$ cat config.mk
export PLATFORM = sky130hd
export DESIGN_NAME = median_sort_pipe
export DESIGN_NICKNAME = d
export VERILOG_FILES = /design/src/rtl/median_sort_pipe.sv
export SDC_FILE = /design/constraint.sdc
export NUM_CORES = 2
export LEC_CHECK = 0
export ABC_CLOCK_PERIOD_IN_PS = 60700
export BUFFER_PORTS_ARGS = -buffer_cell sky130_fd_sc_hd__buf_2
export CAP_MARGIN = 10
export CORE_UTILIZATION = 66
export DETAILED_ROUTE_END_ITERATION = 6
export GPL_TIMING_DRIVEN = 0
export PLACE_DENSITY = 0.87
export SLEW_MARGIN = 0
export SYNTH_ARGS = -nofsm -noshare
export SYNTH_HDL_FRONTEND = slang
export SYNTH_SLANG_ARGS = --single-unit
$ cat constraint.sdc
create_clock -name clk -period 60.7 [get_ports clk]
set_input_delay 3.035 -clock clk [delete_from_list [all_inputs] [get_ports clk]]
set_output_delay 3.035 -clock clk [all_outputs]
set_load 0.01 [all_outputs]
$ cat src/rtl/median_sort_pipe.sv
`default_nettype none
// +--------------------------------------------------------------------------+
// | Module   : median_sort_pipe                                              |
// | Purpose  : Pipelined rank-order filter. Sorts an N-element window with   |
// |            an odd-even transposition network, one register stage per     |
// |            layer, and presents the sorted vector plus a selected rank.   |
// | Ports    : clk        - system clock, rising edge                         |
// |            rst        - asynchronous active-high reset                    |
// |            in_valid   - input beat valid                                  |
// |            in_ready   - block accepts a beat this cycle                   |
// |            in_data    - window, element i at [i*DATA_WIDTH +: DATA_WIDTH] |
// |            in_mode    - 0/3 median, 1 min, 2 max (sampled per beat)       |
// |            out_valid  - output beat valid                                 |
// |            out_ready  - downstream accepts the output beat                |
// |            out_data   - selected rank of the beat                         |
// |            out_sorted - ascending sorted window, element 0 = min          |
// | Revision : 1.0 - initial release                                          |
// +--------------------------------------------------------------------------+
module median_sort_pipe #(
   parameter int DATA_WIDTH = 8,
   parameter int N          = 9,
   parameter bit SORTED_EN  = 1'b1
) (
   input  logic                    clk,
   input  logic                    rst,
   input  logic                    in_valid,
   output logic                    in_ready,
   input  logic [N*DATA_WIDTH-1:0] in_data,
   input  logic [1:0]              in_mode,
   output logic                    out_valid,
   input  logic                    out_ready,
   output logic [DATA_WIDTH-1:0]   out_data,
   output logic [N*DATA_WIDTH-1:0] out_sorted
);

   localparam int c_W   = N * DATA_WIDTH;
   localparam int c_MID = (N - 1) / 2;

   logic                  advance;
   logic [c_W-1:0]        data_d  [N];
   logic [c_W-1:0]        data_q  [N];
   logic [1:0]            mode_d  [N];
   logic [1:0]            mode_q  [N];
   logic [N-1:0]          valid_d;
   logic [N-1:0]          valid_q;
   logic [c_W-1:0]        layer_cur;
   logic [c_W-1:0]        layer_nxt;
   logic [DATA_WIDTH-1:0] elem_lo;
   logic [DATA_WIDTH-1:0] elem_hi;

   // The whole pipeline moves as one: it only stalls when the last stage
   // holds a beat that downstream has not taken.
   assign advance  = !valid_q[N-1] | out_ready;
   assign in_ready = advance;

   // Compare-exchange layers. Layer k pairs (j, j+1) starting at j = k%2.
   // Strict compare, so equal values never swap.
   always_comb begin
      layer_cur = '0;
      layer_nxt = '0;
      elem_lo   = '0;
      elem_hi   = '0;
      for (int k = 0; k < N; k++) begin
         layer_cur = (k == 0) ? in_data : data_q[k-1];
         layer_nxt = layer_cur;
         for (int j = k % 2; j < N - 1; j += 2) begin
            elem_lo = layer_cur[j*DATA_WIDTH +: DATA_WIDTH];
            elem_hi = layer_cur[(j+1)*DATA_WIDTH +: DATA_WIDTH];
            if (elem_lo > elem_hi) begin
               layer_nxt[j*DATA_WIDTH +: DATA_WIDTH]     = elem_hi;
               layer_nxt[(j+1)*DATA_WIDTH +: DATA_WIDTH] = elem_lo;
            end
         end
         data_d[k] = layer_nxt;
      end
   end

   // Mode and valid ride alongside the data; bubbles are not collapsed.
   always_comb begin
      mode_d[0] = in_mode;
      for (int k = 1; k < N; k++) begin
         mode_d[k] = mode_q[k-1];
      end
      valid_d = {valid_q[N-2:0], in_valid};
   end

   always_ff @(posedge clk or posedge rst) begin
      if (rst) begin
         for (int k = 0; k < N; k++) begin
            data_q[k] <= '0;
            mode_q[k] <= '0;
         end
         valid_q <= '0;
      end else if (advance) begin
         for (int k = 0; k < N; k++) begin
            data_q[k] <= data_d[k];
            mode_q[k] <= mode_d[k];
         end
         valid_q <= valid_d;
      end
   end

   assign out_valid = valid_q[N-1];

   // Rank select from the final (fully sorted) stage.
   always_comb begin
      case (mode_q[N-1])
         2'd1:    out_data = data_q[N-1][0 +: DATA_WIDTH];
         2'd2:    out_data = data_q[N-1][(N-1)*DATA_WIDTH +: DATA_WIDTH];
         default: out_data = data_q[N-1][c_MID*DATA_WIDTH +: DATA_WIDTH];
      endcase
   end

   generate
      if (SORTED_EN) begin : g_sorted_on
         assign out_sorted = data_q[N-1];
      end else begin : g_sorted_off
         assign out_sorted = '0;
      end
   endgenerate

endmodule
`default_nettype wire

==> run metrics <==
number of cells on the critical path=7; Worst path most repeated cell=buf_2; initial antenna violation count=0; CTS tree=yes; most common cell in the netlist=dfrtp_1; FFs w/ async S/R, synth=1.00; WL final=152000 um; Slowest-stage cell, CP=clkbuf_1; worst-case vdd ir drop=between 0.03 and 0.04 mV; Syn-to-layout area delta=10.9%; Rows=93; GRT Overall Usage=0.452; Starting Density=0.672; worst hold path stage count=2; # DRC=0; CP required=57.67 ns; clk buf depth=3; vias after detailed routing=41.7k; worst skew pair latency=approximately 0.64 ns; status=complete, no violations; post-layout util=0.745; worst hold path type=flop to flop; path type of the worst setup path=input pin to primary output; Tot Pwr=2850 uW; Reg-to-Reg Start=valid_q[8]; Starting DRT DRC Count=4732; Setup Fix Bufs, Post-CTS=0; Slew Limit Headroom=0.0729; Die X=259 um; Pint=1480 uW; drt pass-1 iters=7; Critical Path Max Stage Delay=0.66 ns; #FFs+latches synth=675; cts bufs inserted=75; Sw Ratio=0.479; number of max-cap violations=0; fin crit share=0.135; fraction of layout cells with a size suffix above 1=0.0965; Max Fclk=122 MHz; Setup Skew=between 0.02 and 0.025 ns; gpl congestion=between 1 and 1.5; clock sink count=675; DIE AREA=~67000 sq um; Worst Hold Launch=data_d[507]; placed inst area=between 40000 and 50000 sq um; Leakage=0.0243 uW; crit path cell chain=buf_2 > nor2b_1 > inv_2 > buf_2 > clkbuf_1 > clkbuf_1 > buf_2; final instance area=48400 sq um; synth warn=0; WP buf/inv=6; Final Critical Period=around 8.2 ns; synth top area cells=dfrtp_1 39%, ha_1 8.3%, a31oi_1 8.3%, and3_1 8.3%, and2_1 5.6%; vias per cell=6.69; Comb power frac=0.555; largest net degree at the start of global routing=124; sequential fraction of the synthesis area=0.387; power per cell area=58.8 nW/um^2; RSZ-0062 raised after global routing=no; post-synthesis net count=5439; CP Max Fanout=10; HPWL Detailed=116000 um; Clk pin slew, worst setup/hold paths=0.06 ns; Worst setup SP type=input pin; Syn Inst Count=5071; syn avg cell area=between 8 and 9 sq um; I/O pin count=160; Worst Tran Pin Value=1.39 ns; final setup violation count=0; port buffer count=159; GRT overflow=0; first-pass GRT wire length=around 230000 um; # fillers=4909; R2R depth=7; wire length per cell=24.4 um; Reg power frac=0.270; fin. max-slew vios=0; Fin. Hold Viols=0; Post-synth EDFFs=0; H-tree levels=3; post-CTS sizing=0; vias in the first global route=about 40k; Fin Setup TNS=0 ns; Unique masters post-synth=28; Final #Nets=5683; Yosys top cell area share=0.387; Worst Path Arrival=approximately 5.2 ns; Mapped Area=between 40000 and 50000 sq um; die span in y=259 um; hold-fix buffers at CTS=0; WHS=~0.46 ns; leading area contributor after synthesis=dfrtp_1; top_reg_cell synth=dfrtp_1; post-route ant nets=0; sw power=about 1400 uW; delay-heaviest family, CP=buffers and inverters; synth cell count leaders=675 x dfrtp_1, 576 x a31oi_1, 576 x and3_1; core area=64900 sq um; Critical path origin=out_ready; CP Capture Type=primary output; clock power share=0.175; Root Driver=clkbuf_16
==> power groups by stage <==
| stage | Combinational, uW | Sequential, uW | Clock (uW) |
|---|---|---|---|
| 2_1_floorplan | 1130 | 683 | 0 |
| 3_3_place_gp | 1480 | 760 | 0 |
| 3_5_place_dp | 1520 | 761 | 0 |
| 4_1_cts | 1530 | 755 | 496 |
| 5_1_grt | 1720 | 773 | 515 |
| 6_report | 1580 | 769 | 498 |
==> flip-flops by register name, summed over array words and instances (netlist names) <==
name        cells
out_sorted     72
mode_d         16
valid_q         9
data_d         56
mode_q          2
data_q        448
layer_cur      72
==> per-stage QoR <==
step,instances,setup WS [ns]
global placement,6085,32.42
CTS,6231,52.59
detailed placement,6093,52.61
finish,6234,52.49
global route,6231,52.52
floorplan,5071,38.74
==> kinds of logic (layout without fill, tap and decap cells) <==
logic type / count (synthesis) / after routing / synth area share
AOI/OAI and AO/OA: 1490 / 1490 / 0.222
adders and majority gates: 290 / 290 / 0.0832
buffers and inverters: 760 / 1065 / 0.0802
DFF: 675 / 675 / 0.387
other: 0 / 3 / 0
and+or+nand+nor: 1856 / 1856 / 0.227
==> placed cells by master, fill, tap and decap left out, drive strengths merged <==
cell	synthesis	routed
a21o	36	36
and2	388	388
clkbuf	259	370
dfrtp	675	675
ha	290	290
or3b	36	36
a21boi	36	36
bufinv	0	11
clkinv	0	11
a31oi	576	576
buf	209	376
nand2b	1	1
clkinvlp	0	3
o21ai	366	366
a21oi	36	36
a211o	72	72
o31ai	288	288
inv	292	294
nand2	522	522
nor2b	37	37
nand4	36	36
diode	0	3
a22oi	8	8
o21a	72	72
nor2	224	224
and4	36	36
and3	576	576
==> per-layer routing <==
layer,vias to the layer above,routed length [um],GRT usage,part of all wire
met5,-,0,0,0
met4,0,15500,0.391,0.10
met3,800,13100,0.0851,0.086
met2,2559,70000,0.741,0.46
met1,19700,53400,0.508,0.35
li1,18700,-,-,-
==> worst paths after layout <==
path / endpoint / slack, ns
hold reg to reg: data_q[507] / 0.46
setup / recovery: in_ready / 52.49
setup reg to reg: layer_cur[25] / 57.11
hold / removal: data_q[507] / 0.46
min in group asynchronous: layer_cur[29] / 2.46
max in group asynchronous: data_d[498] / 56.54
==> worst register-to-register path, cell delays in order (launching register included) <==
cell	delay (ns)
dfrtp_1	0.48
nor2b_1	0.21
inv_2	0.12
clkbuf_1	1.04
clkbuf_1	0.68
nor2_1	0.35
a31oi_1	0.23
o21ai_1	0.27
==> area by class of cell <==
| class | count | area [sq um] | area share |
|---|---|---|---|
| diodes | 3 | 7.51 | 0.000155 |
| clock inverters | 27 | 429 | 0.00887 |
| flip-flops and latches | 675 | 16900 | 0.349 |
| multi-input cells | 3636 | 23200 | 0.480 |
| clock buffers | 111 | 2250 | 0.0465 |
| inverters | 292 | 1100 | 0.0228 |
| plain buffers | 468 | 2400 | 0.0497 |
| repair buffers | 167 | 987 | 0.0204 |
| well taps | 855 | 1070 | 0.0221 |
No activity file was read; power rests on OpenSTA's default activity.
